**src/rtl/cmsdk_apb4_eg_arb_pkg.sv**
```systemverilog
// Shared state encoding and counter sizing for the two-client APB4 arbiter.
package cmsdk_apb4_eg_arb_pkg;

    typedef enum logic [1:0] {
        IDLE   = 2'd0,
        SETUP  = 2'd1,
        ACCESS = 2'd2,
        DONE   = 2'd3
    } arb_state_t;

    localparam int TO_CNT_W = 8;

endpackage

```
**src/rtl/cmsdk_apb4_rr_arb2.sv**
```systemverilog
// Two-way round-robin grant: a tie goes to the client that was not served last.
module cmsdk_apb4_rr_arb2 (
    input  logic [1:0] eligible,
    input  logic       last_grant,
    output logic       valid,
    output logic       grant
);

    always_comb begin
        valid = |eligible;
        case (eligible)
            2'b10:   grant = 1'b1;
            2'b11:   grant = ~last_grant;
            default: grant = 1'b0;
        endcase
    end

endmodule

```
**src/rtl/cmsdk_apb4_eg_arbiter.sv**
```systemverilog
// Shares one APB4 slave between two req/ack clients with round-robin arbitration.
// Optional ACCESS-phase timeout abort: define APB_ARB_TIMEOUT_EN.
module cmsdk_apb4_eg_arbiter
    import cmsdk_apb4_eg_arb_pkg::*;
#(
    parameter int ADDRWIDTH      = 12,
    parameter int TIMEOUT_CYCLES = 255
) (
    input  logic                 pclk,
    input  logic                 presetn,
    input  logic                 req0,
    input  logic [ADDRWIDTH-1:0] addr0,
    input  logic                 write0,
    input  logic [31:0]          wdata0,
    input  logic [3:0]           strb0,
    input  logic                 req1,
    input  logic [ADDRWIDTH-1:0] addr1,
    input  logic                 write1,
    input  logic [31:0]          wdata1,
    input  logic [3:0]           strb1,
    output logic                 ack0,
    output logic [31:0]          rdata0,
    output logic                 err0,
    output logic                 ack1,
    output logic [31:0]          rdata1,
    output logic                 err1,
    output logic                 psel,
    output logic                 penable,
    output logic [ADDRWIDTH-1:0] paddr,
    output logic                 pwrite,
    output logic [31:0]          pwdata,
    output logic [3:0]           pstrb,
    input  logic [31:0]          prdata,
    input  logic                 pready,
    input  logic                 pslverr
);

    arb_state_t state;

    logic                 grant;
    logic                 last_grant;
    logic                 rr_valid;
    logic                 rr_grant;
    logic [1:0]           eligible;
    logic                 timed_out;
    logic                 finish;
    logic                 cap_err;
    logic [31:0]          cap_rdata;
    logic [ADDRWIDTH-1:0] sel_addr;
    logic                 sel_write;
    logic [31:0]          sel_wdata;
    logic [3:0]           sel_strb;

    // A client that is being acknowledged must not be picked up again.
    assign eligible = {req1 & ~ack1, req0 & ~ack0};

    cmsdk_apb4_rr_arb2 u_rr (
        .eligible   (eligible),
        .last_grant (last_grant),
        .valid      (rr_valid),
        .grant      (rr_grant)
    );

    assign sel_addr  = rr_grant ? addr1  : addr0;
    assign sel_write = rr_grant ? write1 : write0;
    assign sel_wdata = rr_grant ? wdata1 : wdata0;
    assign sel_strb  = rr_grant ? strb1  : strb0;

`ifdef APB_ARB_TIMEOUT_EN
    logic [TO_CNT_W-1:0] to_cnt;

    assign timed_out = ~pready &&
                       (to_cnt == TO_CNT_W'(TIMEOUT_CYCLES - 1));

    always_ff @(posedge pclk or negedge presetn) begin
        if (!presetn) begin
            to_cnt <= '0;
        end else if (state == IDLE && rr_valid) begin
            to_cnt <= '0;
        end else if (state == ACCESS && !pready) begin
            to_cnt <= to_cnt + TO_CNT_W'(1);
        end
    end
`else
    assign timed_out = 1'b0;
`endif

    assign finish    = pready | timed_out;
    assign cap_rdata = (timed_out | pwrite) ? 32'h0 : prdata;
    assign cap_err   = timed_out | pslverr;

    always_ff @(posedge pclk or negedge presetn) begin
        if (!presetn) begin
            state      <= IDLE;
            grant      <= 1'b0;
            last_grant <= 1'b1;
            psel       <= 1'b0;
            penable    <= 1'b0;
            paddr      <= '0;
            pwrite     <= 1'b0;
            pwdata     <= '0;
            pstrb      <= '0;
            ack0       <= 1'b0;
            ack1       <= 1'b0;
            rdata0     <= '0;
            rdata1     <= '0;
            err0       <= 1'b0;
            err1       <= 1'b0;
        end else begin
            ack0 <= 1'b0;
            ack1 <= 1'b0;
            unique case (state)
                IDLE: begin
                    if (rr_valid) begin
                        grant  <= rr_grant;
                        paddr  <= sel_addr;
                        pwrite <= sel_write;
                        pwdata <= sel_wdata;
                        pstrb  <= sel_write ? sel_strb : 4'h0;
                        psel   <= 1'b1;
                        state  <= SETUP;
                    end
                end
                SETUP: begin
                    penable <= 1'b1;
                    state   <= ACCESS;
                end
                ACCESS: begin
                    if (finish) begin
                        psel    <= 1'b0;
                        penable <= 1'b0;
                        state   <= DONE;
                        if (grant) begin
                            ack1   <= 1'b1;
                            rdata1 <= cap_rdata;
                            err1   <= cap_err;
                        end else begin
                            ack0   <= 1'b1;
                            rdata0 <= cap_rdata;
                            err0   <= cap_err;
                        end
                    end
                end
                DONE: begin
                    last_grant <= grant;
                    state      <= IDLE;
                end
            endcase
        end
    end

endmodule

```
**config.mk**
```make
export PLATFORM = sky130hd
export DESIGN_NAME = cmsdk_apb4_eg_arbiter
export DESIGN_NICKNAME = d
export VERILOG_FILES = /design/src/rtl/cmsdk_apb4_eg_arb_pkg.sv /design/src/rtl/cmsdk_apb4_rr_arb2.sv /design/src/rtl/cmsdk_apb4_eg_arbiter.sv
export SDC_FILE = /design/constraint.sdc
export NUM_CORES = 1
export LEC_CHECK = 0
export ABC_AREA = 0
export CORE_MARGIN = 2
export CORE_UTILIZATION = 44
export CTS_CLUSTER_SIZE = 24
export DETAILED_ROUTE_END_ITERATION = 10
export PLACE_DENSITY = 0.94
export SLEW_MARGIN = 20
export SYNTH_ARGS = -nofsm -noshare
export SYNTH_HDL_FRONTEND = slang
export SYNTH_HIERARCHICAL = 1
export SYNTH_SLANG_ARGS = --single-unit
```
**constraint.sdc**
```tcl
create_clock -name pclk -period 4.3 [get_ports pclk]
set_clock_uncertainty 0.15 [all_clocks]
set_input_delay 1.075 -clock pclk [delete_from_list [all_inputs] [get_ports pclk]]
set_output_delay 1.075 -clock pclk [all_outputs]
set_load 0.05 [all_outputs]
```
==> results.cfg <==
[drt]
wl_met1_microns = 6028
top_layer_used = met4
wl_met2_microns = 7849
routedWlPerCell_microns = 17.52
dr.first_iter.drc_count = 429
met3WireLength_microns = 1592
viasPerCell = 5.121
drt_wl_total_microns = 15870
route.detailed.drc = 0
first_pass_iters = 5
drt.antenna.violating_nets = 0
num_vias = 4640

[global_route]
grt_pass1_wl_microns = 24800
grt_max_degree = 95
grt_pass1_vias = 4865
grt_overflow_total = 0
grt_usage = 0.2484
antenna_found_initial = 0

[sta]
period_needed_ns = 2.888
tightest_slew_ns = 0.8130
setup_viol = 0
drv_slew = 0
relSlewSlack = 0.4580
fin_crit_sh = 0.6717
finalHoldViolCount = 0
setup_tns_ns = 0
rsz0062_at_grt = false
fmax_mhz = 346.2

[run_status]
status = finished, final reports clean

[floorplan]
die_area_sq_um = 12950
die_y_microns = 113.8
start_util = 0.4455
num_rows = 40
num_io_pins = 255
fp.dieW_microns = 113.8
core_area_sq_um = 11910

[placed_design]
place_congestion = 0.8598
io_buffers = 254
dp_hpwl_microns = 11500
placed_cells = 874

[clock_network]
htree_levels = 4
tritoncts = built
cts_setup_buffers = 0
cts_buffers = 17
cts_resized = 0
ctsHoldBuffers = 0
root_buffer = clkbuf_16
clk_latency_ns = 0.41
cts.path.max_buffers = 2
clk_pin_slew_ns = 0.05
numClockSinks = 123

[setup_path]
worstSetupStartpoint = ack1
cp.required_ns = 3.07
cp_max_fo = 2
cp_data_arrival_time_ns = 1.66
slowest_stage = clkdlybuf4s50_1
crit_end = ack1
critical-path-max-stage-delay_ns = 0.83
rrSetupSlack_ns = 2.02
end_kind = output port
start_kind = flip-flop
cp_top_family = buffers and inverters
critPathKind = reg -> out
critPathBufInv = 1
path_cells = clkdlybuf4s50_1
rr_startpoint = state[0]
r2r_cells = 6
r2r_end = rdata1[11]
path_depth = 1

[pwr]
ir_drop_uv = 464.8
powerDensity_nw_per_um2 = 883.5
p_leak_nw = 3.806

[synth]
yosys_register_bits = 123
syn-num-nets = 639
netlist-cell-type-count = 29
syn_area_per_cell_sq_um = 10.66
yosysTopAreaCellShare = 0.5753
synth.largest_area_cell = dfrtp_1
syn_inst = 498
yosys-top-cells-area = dfrtp_1 (58%), mux2i_1 (9.2%), nand2_1 (8.5%)
synth.yosys.warnings = 6
seq_area_frac_synth = 0.5803
syn-cell-area_sq_um = 5306

[finish]
finalNonFillerCells = 906
mostFrequentLayoutCell = clkdlybuf4s50_1
area_growth_pct = 60.29
drive_gt1_frac = 0.08300
nets = 887
fillers = 798
final_cell_mix = clkdlybuf4s50_1 (253), dfrtp_1 (122), nand2_1 (119)
diodes = 0

[job]
cap_viol_max_count = 0

[hold_path]
hp-class = reg -> reg
cells in the mapped netlist (all sizes together):
cell	instances
dfrtp	122
nand2	120
o21ai	112
mux2i	49
nand2b	32
buf	22
clkbuf	11
inv	6
ha	5
mux2	5
nor2b	3
a21boi	1
a21oi	1
a22o	1
and2	1
dfstp	1
nand3	1
nand3b	1
nor2	1
o2bb2ai	1
o32a	1
or2	1
state kept, by name, indices dropped and copies added, names as in the netlist:
signal,count
ack0,1
rdata0,32
state,2
penable,1
pwdata,32
pwrite,1
pstrb,4
ack1,1
last_grant,1
psel,1
grant,1
err1,1
err0,1
rdata1,32
paddr,12
worst min-delay path: stages (launching register included):
cell and delay [ns]:
dfrtp_1 0.34, nand2_1 0.04, o21ai_0 0.06
routing by layer:
layer,GRT usage,up-vias
met5,0,-
met4,0.1008,0
met3,0.09936,29
met2,0.4192,255
met1,0.2826,2191
li1,-,2165
kinds of logic (layout without fill, tap and decap cells):
logic type | after synthesis | after routing | synth area share
and+or+nand+nor | 160 | 160 | 0.1332
AOI/OAI and AO/OA | 117 | 117 | 0.1224
muxes | 54 | 54 | 0.1045
adders and majority gates | 5 | 5 | 0.01179
DFF | 123 | 123 | 0.5803
buffers and inverters | 39 | 300 | 0.04787
layout make-up:
| type | instances | area (sq um) | area share |
|---|---|---|---|
| Clock buffer | 20 | 456.7 | 0.05369 |
| Clock inverter | 12 | 122.6 | 0.01442 |
| Inverter | 6 | 22.52 | 0.002648 |
| Multi-Input combinational cell | 336 | 1987 | 0.2336 |
| Sequential cell | 123 | 3079 | 0.3620 |
| Tap cell | 147 | 183.9 | 0.02162 |
| Timing Repair Buffer | 262 | 2654 | 0.3120 |
metrics by stage:
stage                     hold WS [ns]  power [mW]  setup WS [ns]  instance area [sq um]    util
after floorplan                 0.3449       4.672          1.990                   5306       -
after global placement          0.3108       5.995          1.070                   7923  0.6651
after detailed placement        0.3229       6.141          1.013                   7923  0.6651
after CTS                       0.3357       7.559          1.399                   8502  0.7138
after global routing            0.3582       7.883          1.346                   8506  0.7141
final                           0.3317       7.515          1.412                   8506  0.7141
worst min path at each step:
stage	from	to	slack, ns	depth (start not counted)
final	rdata0[12]	rdata0[12]	0.33	2
after floorplan	grant	grant	0.34	2
after CTS	pwdata[10]	pwdata[10]	0.34	2
after global routing	rdata1[1]	rdata1[1]	0.36	2
after global placement	rdata0[19]	rdata0[19]	0.31	2
after detailed placement	pwdata[10]	pwdata[10]	0.32	2
power breakdown:
part           internal, mW  switching [mW]  leakage [nW]
Sequential             1.69           0.323          1.56
Combinational          1.38            2.74          1.96
Clock                 0.878           0.508         0.285
(Power assumes the default switching activity.)
